[config.mk]
export PLATFORM = sky130hd
export DESIGN_NAME = ps2_host_tx
export DESIGN_NICKNAME = d
export VERILOG_FILES = /design/src/rtl/ps2_pkg.sv /design/src/rtl/ps2_line_sync.sv /design/src/rtl/ps2_host_tx.sv
export SDC_FILE = /design/constraint.sdc
export NUM_CORES = 1
export LEC_CHECK = 0
export CORE_UTILIZATION = 25
export CTS_CLUSTER_DIAMETER = 100
export DETAILED_ROUTE_END_ITERATION = 10
export DONT_BUFFER_PORTS = 1
export RECOVER_POWER = 50
export SYNTH_ARGS = -nofsm -noshare
export SYNTH_HDL_FRONTEND = slang
export SYNTH_SLANG_ARGS = --single-unit
[constraint.sdc]
create_clock -name clock -period 2.15 [get_ports clock]
set_input_delay 0.215 -clock clock [delete_from_list [all_inputs] [get_ports clock]]
set_output_delay 0.215 -clock clock [all_outputs]
set_load 0.02 [all_outputs]
[src/rtl/ps2_pkg.sv]
// ---------------------------------------------------------------------------
// ps2_pkg
//   Shared definitions for the PS/2 host transmitter and the line
//   synchronizer: FSM state encoding, timer/counter widths, default timing
//   constants (50 MHz system clock) and frame-building helpers.
// ---------------------------------------------------------------------------
package ps2_pkg;

  // Transmitter FSM states.
  typedef enum logic [2:0] {
    ST_IDLE     = 3'd0,
    ST_INHIBIT  = 3'd1,
    ST_RTS      = 3'd2,
    ST_SEND     = 3'd3,
    ST_ACK      = 3'd4,
    ST_WAITIDLE = 3'd5
  } state_t;

  // Width of the shared down-timer; 20 bits covers the 15 ms start timeout.
  localparam int unsigned TIMER_W = 20;

  // Width of the device falling-edge counter (counts up to 11).
  localparam int unsigned EDGE_W = 4;

  // Bits shifted out by the host: 8 data + parity + stop.
  localparam int unsigned FRAME_BITS = 10;

  // Device clocks per host-to-device frame: 10 shifted bits + ACK clock.
  localparam int unsigned FRAME_CLOCKS = 11;

  // Default timing at 50 MHz.
  localparam int unsigned INHIBIT_CYCLES_DEF = 5000;    // 100 us
  localparam int unsigned START_TIMEOUT_DEF  = 750000;  // 15 ms
  localparam int unsigned BIT_TIMEOUT_DEF    = 100000;  // 2 ms

  // Odd parity: data plus parity bit carries an odd number of ones.
  function automatic logic odd_parity(input logic [7:0] data);
    return ~^data;
  endfunction

  // Shift frame, LSB leaves first: D0..D7, parity, stop.
  function automatic logic [FRAME_BITS-1:0] make_frame(input logic [7:0] data);
    return {1'b1, odd_parity(data), data};
  endfunction

endpackage

[src/rtl/ps2_line_sync.sv]
// ---------------------------------------------------------------------------
// ps2_line_sync
//   Two-flop synchronizers for the raw ps2_clock / ps2_data pad inputs plus a
//   falling-edge strobe on the synchronized clock. Shared with the receive
//   path. Flops reset to 1 because both lines idle high.
//
// Ports
//   clock      in   system clock
//   resetn     in   asynchronous reset, active low
//   clk_pad    in   raw ps2_clock pad input (asynchronous)
//   data_pad   in   raw ps2_data pad input (asynchronous)
//   clk_sync   out  synchronized ps2_clock
//   data_sync  out  synchronized ps2_data
//   clk_fall   out  1-cycle strobe: synchronized ps2_clock went 1 -> 0
// ---------------------------------------------------------------------------
module ps2_line_sync (
  input  logic clock,
  input  logic resetn,
  input  logic clk_pad,
  input  logic data_pad,
  output logic clk_sync,
  output logic data_sync,
  output logic clk_fall
);

  logic [1:0] pad_vec;
  logic [1:0] sync_vec;
  logic       clk_prev_reg;

  assign pad_vec = {data_pad, clk_pad};

  // One identical synchronizer per line: bit 0 = clock, bit 1 = data.
  generate
    for (genvar gi = 0; gi < 2; gi++) begin : g_sync
      logic meta_reg;
      logic sync_reg;

      always_ff @(posedge clock or negedge resetn) begin
        if (!resetn) begin
          meta_reg <= 1'b1;
          sync_reg <= 1'b1;
        end else begin
          meta_reg <= pad_vec[gi];
          sync_reg <= meta_reg;
        end
      end

      assign sync_vec[gi] = sync_reg;
    end
  endgenerate

  always_ff @(posedge clock or negedge resetn) begin
    if (!resetn) begin
      clk_prev_reg <= 1'b1;
    end else begin
      clk_prev_reg <= sync_vec[0];
    end
  end

  assign clk_sync  = sync_vec[0];
  assign data_sync = sync_vec[1];

  // Combinational strobe: the FSM acts on it at the third clock edge after
  // the pad transition.
  assign clk_fall = clk_prev_reg & ~sync_vec[0];

endmodule

[src/rtl/ps2_host_tx.sv]
// ---------------------------------------------------------------------------
// ps2_host_tx
//   Host-to-device PS/2 transmitter. Sends one command byte: inhibits the
//   clock, issues request-to-send, shifts D0..D7, odd parity and stop on the
//   device's falling clock edges, then samples the device ACK on the 11th
//   edge and waits for both lines to return high. The pads are open-drain:
//   the *_oe outputs pull the line low when 1.
//
// Ports
//   clock        in   system clock (50 MHz)
//   resetn       in   asynchronous reset, active low
//   tx_data      in   command byte, captured on accept
//   tx_valid     in   request to send tx_data; held until tx_ready
//   tx_ready     out  high only in IDLE (and not during the tx_done cycle)
//   ps2_clk_in   in   raw ps2_clock pad input
//   ps2_data_in  in   raw ps2_data pad input
//   ps2_clk_oe   out  1 = pull ps2_clock low
//   ps2_data_oe  out  1 = pull ps2_data low
//   busy         out  high in every state except IDLE
//   tx_done      out  1-cycle pulse when the frame finishes (ACK or not)
//   ack_ok       out  1 = device acknowledged; holds until next accept
//   tx_error     out  1-cycle pulse on timeout or missing ACK
// ---------------------------------------------------------------------------
module ps2_host_tx
  import ps2_pkg::*;
#(
  parameter int unsigned INHIBIT_CYCLES = INHIBIT_CYCLES_DEF,
  parameter int unsigned START_TIMEOUT  = START_TIMEOUT_DEF,
  parameter int unsigned BIT_TIMEOUT    = BIT_TIMEOUT_DEF
) (
  input  logic       clock,
  input  logic       resetn,
  input  logic [7:0] tx_data,
  input  logic       tx_valid,
  output logic       tx_ready,
  input  logic       ps2_clk_in,
  input  logic       ps2_data_in,
  output logic       ps2_clk_oe,
  output logic       ps2_data_oe,
  output logic       busy,
  output logic       tx_done,
  output logic       ack_ok,
  output logic       tx_error
);

  // Timer reload values: the timer counts N-1 down to 0, i.e. N cycles.
  localparam logic [TIMER_W-1:0] INHIBIT_LOAD = TIMER_W'(INHIBIT_CYCLES - 1);
  localparam logic [TIMER_W-1:0] START_LOAD   = TIMER_W'(START_TIMEOUT - 1);
  localparam logic [TIMER_W-1:0] BIT_LOAD     = TIMER_W'(BIT_TIMEOUT - 1);
  localparam logic [EDGE_W-1:0]  LAST_BIT_CNT = EDGE_W'(FRAME_BITS - 1);
  localparam logic [EDGE_W-1:0]  ACK_CNT      = EDGE_W'(FRAME_CLOCKS);

  state_t                state_reg, state_next;
  logic [TIMER_W-1:0]    timer_reg, timer_next;
  logic [EDGE_W-1:0]     edge_cnt_reg, edge_cnt_next;
  logic [FRAME_BITS-1:0] shift_reg, shift_next;

  logic clk_oe_reg,  clk_oe_next;
  logic data_oe_reg, data_oe_next;
  logic done_reg,    done_next;
  logic error_reg,   error_next;
  logic ack_reg,     ack_next;

  logic clk_sync;
  logic data_sync;
  logic clk_fall;

  logic accept;
  logic timer_zero;
  logic line_idle;
  logic timeout;

  ps2_line_sync u_sync (
    .clock     (clock),
    .resetn    (resetn),
    .clk_pad   (ps2_clk_in),
    .data_pad  (ps2_data_in),
    .clk_sync  (clk_sync),
    .data_sync (data_sync),
    .clk_fall  (clk_fall)
  );

  // Ready is withheld during the tx_done cycle so a queued request is
  // accepted one cycle after completion, never in the same cycle.
  assign tx_ready   = (state_reg == ST_IDLE) && !done_reg;
  assign busy       = (state_reg != ST_IDLE);
  assign accept     = tx_valid && tx_ready;
  assign timer_zero = (timer_reg == '0);
  assign line_idle  = clk_sync && data_sync;

  // A device edge (or the lines going idle) in the expiry cycle wins over
  // the timeout.
  always_comb begin : timeout_logic
    timeout = 1'b0;
    case (state_reg)
      ST_RTS, ST_SEND, ST_ACK: timeout = timer_zero && !clk_fall;
      ST_WAITIDLE:             timeout = timer_zero && !line_idle;
      default:                 timeout = 1'b0;
    endcase
  end

  // -------------------------------------------------------------------------
  // State and datapath registers
  // -------------------------------------------------------------------------
  always_ff @(posedge clock or negedge resetn) begin
    if (!resetn) begin
      state_reg    <= ST_IDLE;
      timer_reg    <= '0;
      edge_cnt_reg <= '0;
      shift_reg    <= '0;
      clk_oe_reg   <= 1'b0;
      data_oe_reg  <= 1'b0;
      done_reg     <= 1'b0;
      error_reg    <= 1'b0;
      ack_reg      <= 1'b0;
    end else begin
      state_reg    <= state_next;
      timer_reg    <= timer_next;
      edge_cnt_reg <= edge_cnt_next;
      shift_reg    <= shift_next;
      clk_oe_reg   <= clk_oe_next;
      data_oe_reg  <= data_oe_next;
      done_reg     <= done_next;
      error_reg    <= error_next;
      ack_reg      <= ack_next;
    end
  end

  // -------------------------------------------------------------------------
  // Next-state and datapath logic
  // -------------------------------------------------------------------------
  always_comb begin : next_state_logic
    state_next    = state_reg;
    timer_next    = timer_reg;
    edge_cnt_next = edge_cnt_reg;
    shift_next    = shift_reg;

    case (state_reg)
      ST_IDLE: begin
        if (accept) begin
          state_next    = ST_INHIBIT;
          timer_next    = INHIBIT_LOAD;
          edge_cnt_next = '0;
          shift_next    = make_frame(tx_data);
        end
      end

      ST_INHIBIT: begin
        if (timer_zero) begin
          state_next = ST_RTS;
          timer_next = START_LOAD;
        end else begin
          timer_next = timer_reg - TIMER_W'(1);
        end
      end

      // RTS and SEND share the shift behaviour: each device falling edge
      // presents the next frame bit. Edge 10 puts the stop bit out.
      ST_RTS, ST_SEND: begin
        if (clk_fall) begin
          shift_next    = {1'b1, shift_reg[FRAME_BITS-1:1]};
          edge_cnt_next = edge_cnt_reg + EDGE_W'(1);
          timer_next    = BIT_LOAD;
          state_next    = (edge_cnt_reg == LAST_BIT_CNT) ? ST_ACK : ST_SEND;
        end else if (timeout) begin
          state_next = ST_IDLE;
        end else begin
          timer_next = timer_reg - TIMER_W'(1);
        end
      end

      ST_ACK: begin
        if (clk_fall) begin
          edge_cnt_next = ACK_CNT;
          timer_next    = BIT_LOAD;
          state_next    = ST_WAITIDLE;
        end else if (timeout) begin
          state_next = ST_IDLE;
        end else begin
          timer_next = timer_reg - TIMER_W'(1);
        end
      end

      ST_WAITIDLE: begin
        if (line_idle || timeout) begin
          state_next = ST_IDLE;
        end else begin
          timer_next = timer_reg - TIMER_W'(1);
        end
      end

      default: begin
        state_next = ST_IDLE;
      end
    endcase
  end

  // -------------------------------------------------------------------------
  // Output logic (next values of the registered outputs)
  // -------------------------------------------------------------------------
  always_comb begin : output_logic
    clk_oe_next  = (state_next == ST_INHIBIT);
    data_oe_next = data_oe_reg;
    done_next    = (state_reg != ST_IDLE) && (state_next == ST_IDLE);
    error_next   = 1'b0;
    ack_next     = ack_reg;

    case (state_reg)
      ST_IDLE: begin
        data_oe_next = 1'b0;
        if (accept) begin
          ack_next = 1'b0;
        end
      end

      // Start bit goes low in the last inhibit cycle, before the clock is
      // released, so the device sees a clean request-to-send.
      ST_INHIBIT: begin
        if (timer_reg <= TIMER_W'(1)) begin
          data_oe_next = 1'b1;
        end
      end

      // Open-drain: drive low for a 0 bit, release for a 1 bit.
      ST_RTS, ST_SEND: begin
        if (clk_fall) begin
          data_oe_next = ~shift_reg[0];
        end
      end

      ST_ACK: begin
        data_oe_next = 1'b0;
        if (clk_fall) begin
          if (data_sync) begin
            error_next = 1'b1;
          end else begin
            ack_next = 1'b1;
          end
        end
      end

      ST_WAITIDLE: begin
        data_oe_next = 1'b0;
      end

      default: begin
        data_oe_next = 1'b0;
      end
    endcase

    if (timeout) begin
      data_oe_next = 1'b0;
      error_next   = 1'b1;
      ack_next     = 1'b0;
    end
  end

  assign ps2_clk_oe  = clk_oe_reg;
  assign ps2_data_oe = data_oe_reg;
  assign tx_done     = done_reg;
  assign tx_error    = error_reg;
  assign ack_ok      = ack_reg;

endmodule

==> impl_metrics.py <==
metrics = {
    "timing": {
        "rsz0062_at_grt": "true",
        "finalMaxSlewViolations": 0,
        "fin_ws_ns": -0.0467,
        "setup_tns_ns": -0.237,
        "fmax_ghz": 0.455,
        "hold_violations": 0,
        "relSlewSlack_pct": 20.8,
        "hold_slack_ns": 0.106,
        "worst_pin_slew_ns": 1.19,
        "period_minus_slack_ns": 2.20,
        "setup_violations": 9,
        "skew_ns": 0.00446,
        "period_share_pct": 102,
    },
    "worst_setup_path": {
        "required_ns": 2.33,
        "crit_type": "flip-flop to flip-flop",
        "cp.arrival_ns": 2.38,
        "start_kind": "flip-flop",
        "path_max_fanout": 5,
        "cp-end-kind": "flip-flop",
    },
    "run_status": {
        "outcome": "finished with violations",
        "violations": "negative setup slack",
    },
    "yosys": {
        "ys_types": 56,
        "synth_warnings": 0,
        "synth-edff-count": 0,
        "async_flop_share_pct": 100,
        "syn_avg_cell_area_um2": 8.76,
        "yosys.area.top_type": "dfrtp_1",
        "syn_area_mm2": 0.00283,
        "ys_seq_elements": 47,
        "synth_top_area_share_pct": 37.2,
        "post-synth-top-count-cell": "dfrtp_1",
        "seq_area_frac_synth_pct": 41.8,
        "syn_nets": 343,
        "synth_ff_type": "dfrtp_1",
        "synth_area_leaders": "dfrtp_1 37%, a21oi_1 5.3%, dfstp_2 4.6%, nand2_1 4.5%, nor2_1 3.4%",
        "synth_common_cells": "42 x dfrtp_1, 34 x nand2_1, 30 x a21oi_1",
        "netlist_instances": 323,
    },
    "floorplan": {
        "rows": 38,
        "die_w_um": 108,
        "die_area_mm2": 0.0117,
        "initial_core_util_pct": 25.9,
        "pin_count": 20,
        "die_h_um": 108,
        "core_area_mm2": 0.0109,
    },
    "place": {
        "io_buffers": 0,
        "placed_cells": 499,
        "postPlaceCellArea_mm2": 0.00336,
        "place.gp.congestion": 0.887,
        "dpl.hpwl_mm": 5.37,
        "place_ws_ns": -0.0589,
    },
    "cells_and_area": {
        "fin_nets": 392,
        "diodes": 0,
        "largest_reg_flops": 20,
        "finalCoreUtilization_pct": 33.1,
        "drive_gt1_share_pct": 23.9,
        "final_cell_area_mm2": 0.00362,
        "final_cells": 513,
        "nFillCells": 1123,
        "synthToLayoutAreaGrowth_pct": 27.9,
    },
    "drt": {
        "vias_per_cell": 5.09,
        "drtIter0Drc": 146,
        "routed_wl_mm": 7.54,
        "routedWlPerCell_um": 14.7,
        "ant_nets": 0,
        "drc": 0,
        "num_vias": 2610,
        "drt_first_pass_iters": 4,
    },
    "clock_tree": {
        "numCtsBuffers": 5,
        "cts_tree": "built",
        "clk_pin_slew_ns": 0.07,
        "clock_path_buffers": 2,
        "clockRootBuffer": "clkbuf_16",
        "cts_sinks": 47,
        "htreeDepth": 2,
        "clk_latency_ns": 0.29,
    },
    "global_route": {
        "grt_max_degree": 48,
        "antenna_found_initial": 0,
        "grt_first_pass_wirelength_mm": 12.6,
        "grt_pass1_vias": 2501,
        "grt.overflow.total": 0,
        "track_usage_pct": 13.6,
    },
    "power_and_ir_drop": {
        "power_mw": 1.78,
        "ir_worst_vdd_mv": 0.336,
        "power_density_mw_per_mm2": 492,
        "power_leakage_nw": 1.42,
    },
    "flow_run": {
        "maxCapViolCount": 0,
    },
    "hold_path": {
        "hp-class": "primary input to flip-flop",
    },
}
power by group:
part / internal, mW / switching (mW)
Combinational: 0.0312 / 0.0442
Sequential: 0.892 / 0.00277
Clock: 0.436 / 0.373
layout make-up:
cell class	count	area, um^2	area share [%]
repair buffers	57	445	12.3
clock buffers	5	125	3.46
well taps	140	175	4.84
inverters	11	41.3	1.14
flip-flops and latches	47	1180	32.7
clock inverters	3	23.8	0.657
multi-input cells	250	1620	44.9
routing by layer:
| metal | wire length [um] | track usage, % | vias to the layer above |
|---|---|---|---|
| met3 | 318 | 2.71 | 10 |
| met2 | 3540 | 21.0 | 59 |
| met5 | 0 | 0 | - |
| met4 | 126 | 5.31 | 0 |
| li1 | - | - | 1300 |
| met1 | 3560 | 18.6 | 1241 |
logic make-up (layout without fill, tap and decap cells):
family          count (synthesis)  in the layout  synth area share [%]
fa+ha+maj                       7              7                  3.10
simple gates                  122            122                  22.0
xor+xnor                        7              7                  2.17
compound gates                106            106                  24.4
flops                          47             47                  41.8
buf+inv                        26             76                  3.76
mux                             8              8                  2.83
path summary, 6_finish.rpt:
check | start | to | slack, ns | depth (start not counted)
hold reg to reg | u_sync.g_sync[1].meta_reg$_DFF_PN1_ | u_sync.data_sync$_DFF_PN1_ | 0.35 | 0
hold / removal | tx_data[1] | shift_reg[1]$_DFFE_PN0P_ | 0.11 | 2
setup / recovery | state_reg[2]$_DFF_PN0_ | timer_reg[11]$_DFFE_PN0P_ | -0.05 | 7
max in group asynchronous | resetn | state_reg[1]$_DFF_PN0_ | 0.61 | 2
min in group asynchronous | resetn | shift_reg[7]$_DFFE_PN0P_ | 0.74 | 2
setup reg to reg | state_reg[2]$_DFF_PN0_ | timer_reg[11]$_DFFE_PN0P_ | -0.05 | 7
critical path, stage by stage, from the launching register on:
cell	delay (ns)
dfrtp_1	0.42
inv_2	0.09
ha_4	0.21
a21o_1	0.17
or4_4	0.56
o21ai_4	0.22
nor2_1	0.16
a22o_1	0.26
placed cells by master (no fill, tap or decap), types with 4 or more instances in the layout:
cell       count
nand2_1       34
buf_4         52
a31oi_1       12
clkbuf_16      5
inv_1         10
nor3_2         4
o22a_1        10
mux2i_1        8
xnor2_1        6
nand2b_1       4
ha_1           6
nor4_1         4
o21ai_0        9
a21oi_1       30
dfrtp_1       41
nand3_1        6
o21ai_1       14
dfstp_2        5
nor3_1        14
a21o_1         4
nor2_1        26
what timing repair did:
item	CTS	global route
resized for setup	3	10
setup endpoints to repair	18	23
pin swaps	2	1
endpoints found under the hold margin	49	0
hold buffers	4	0
setup buffers	2	0
No activity file was read; power rests on OpenSTA's default activity.
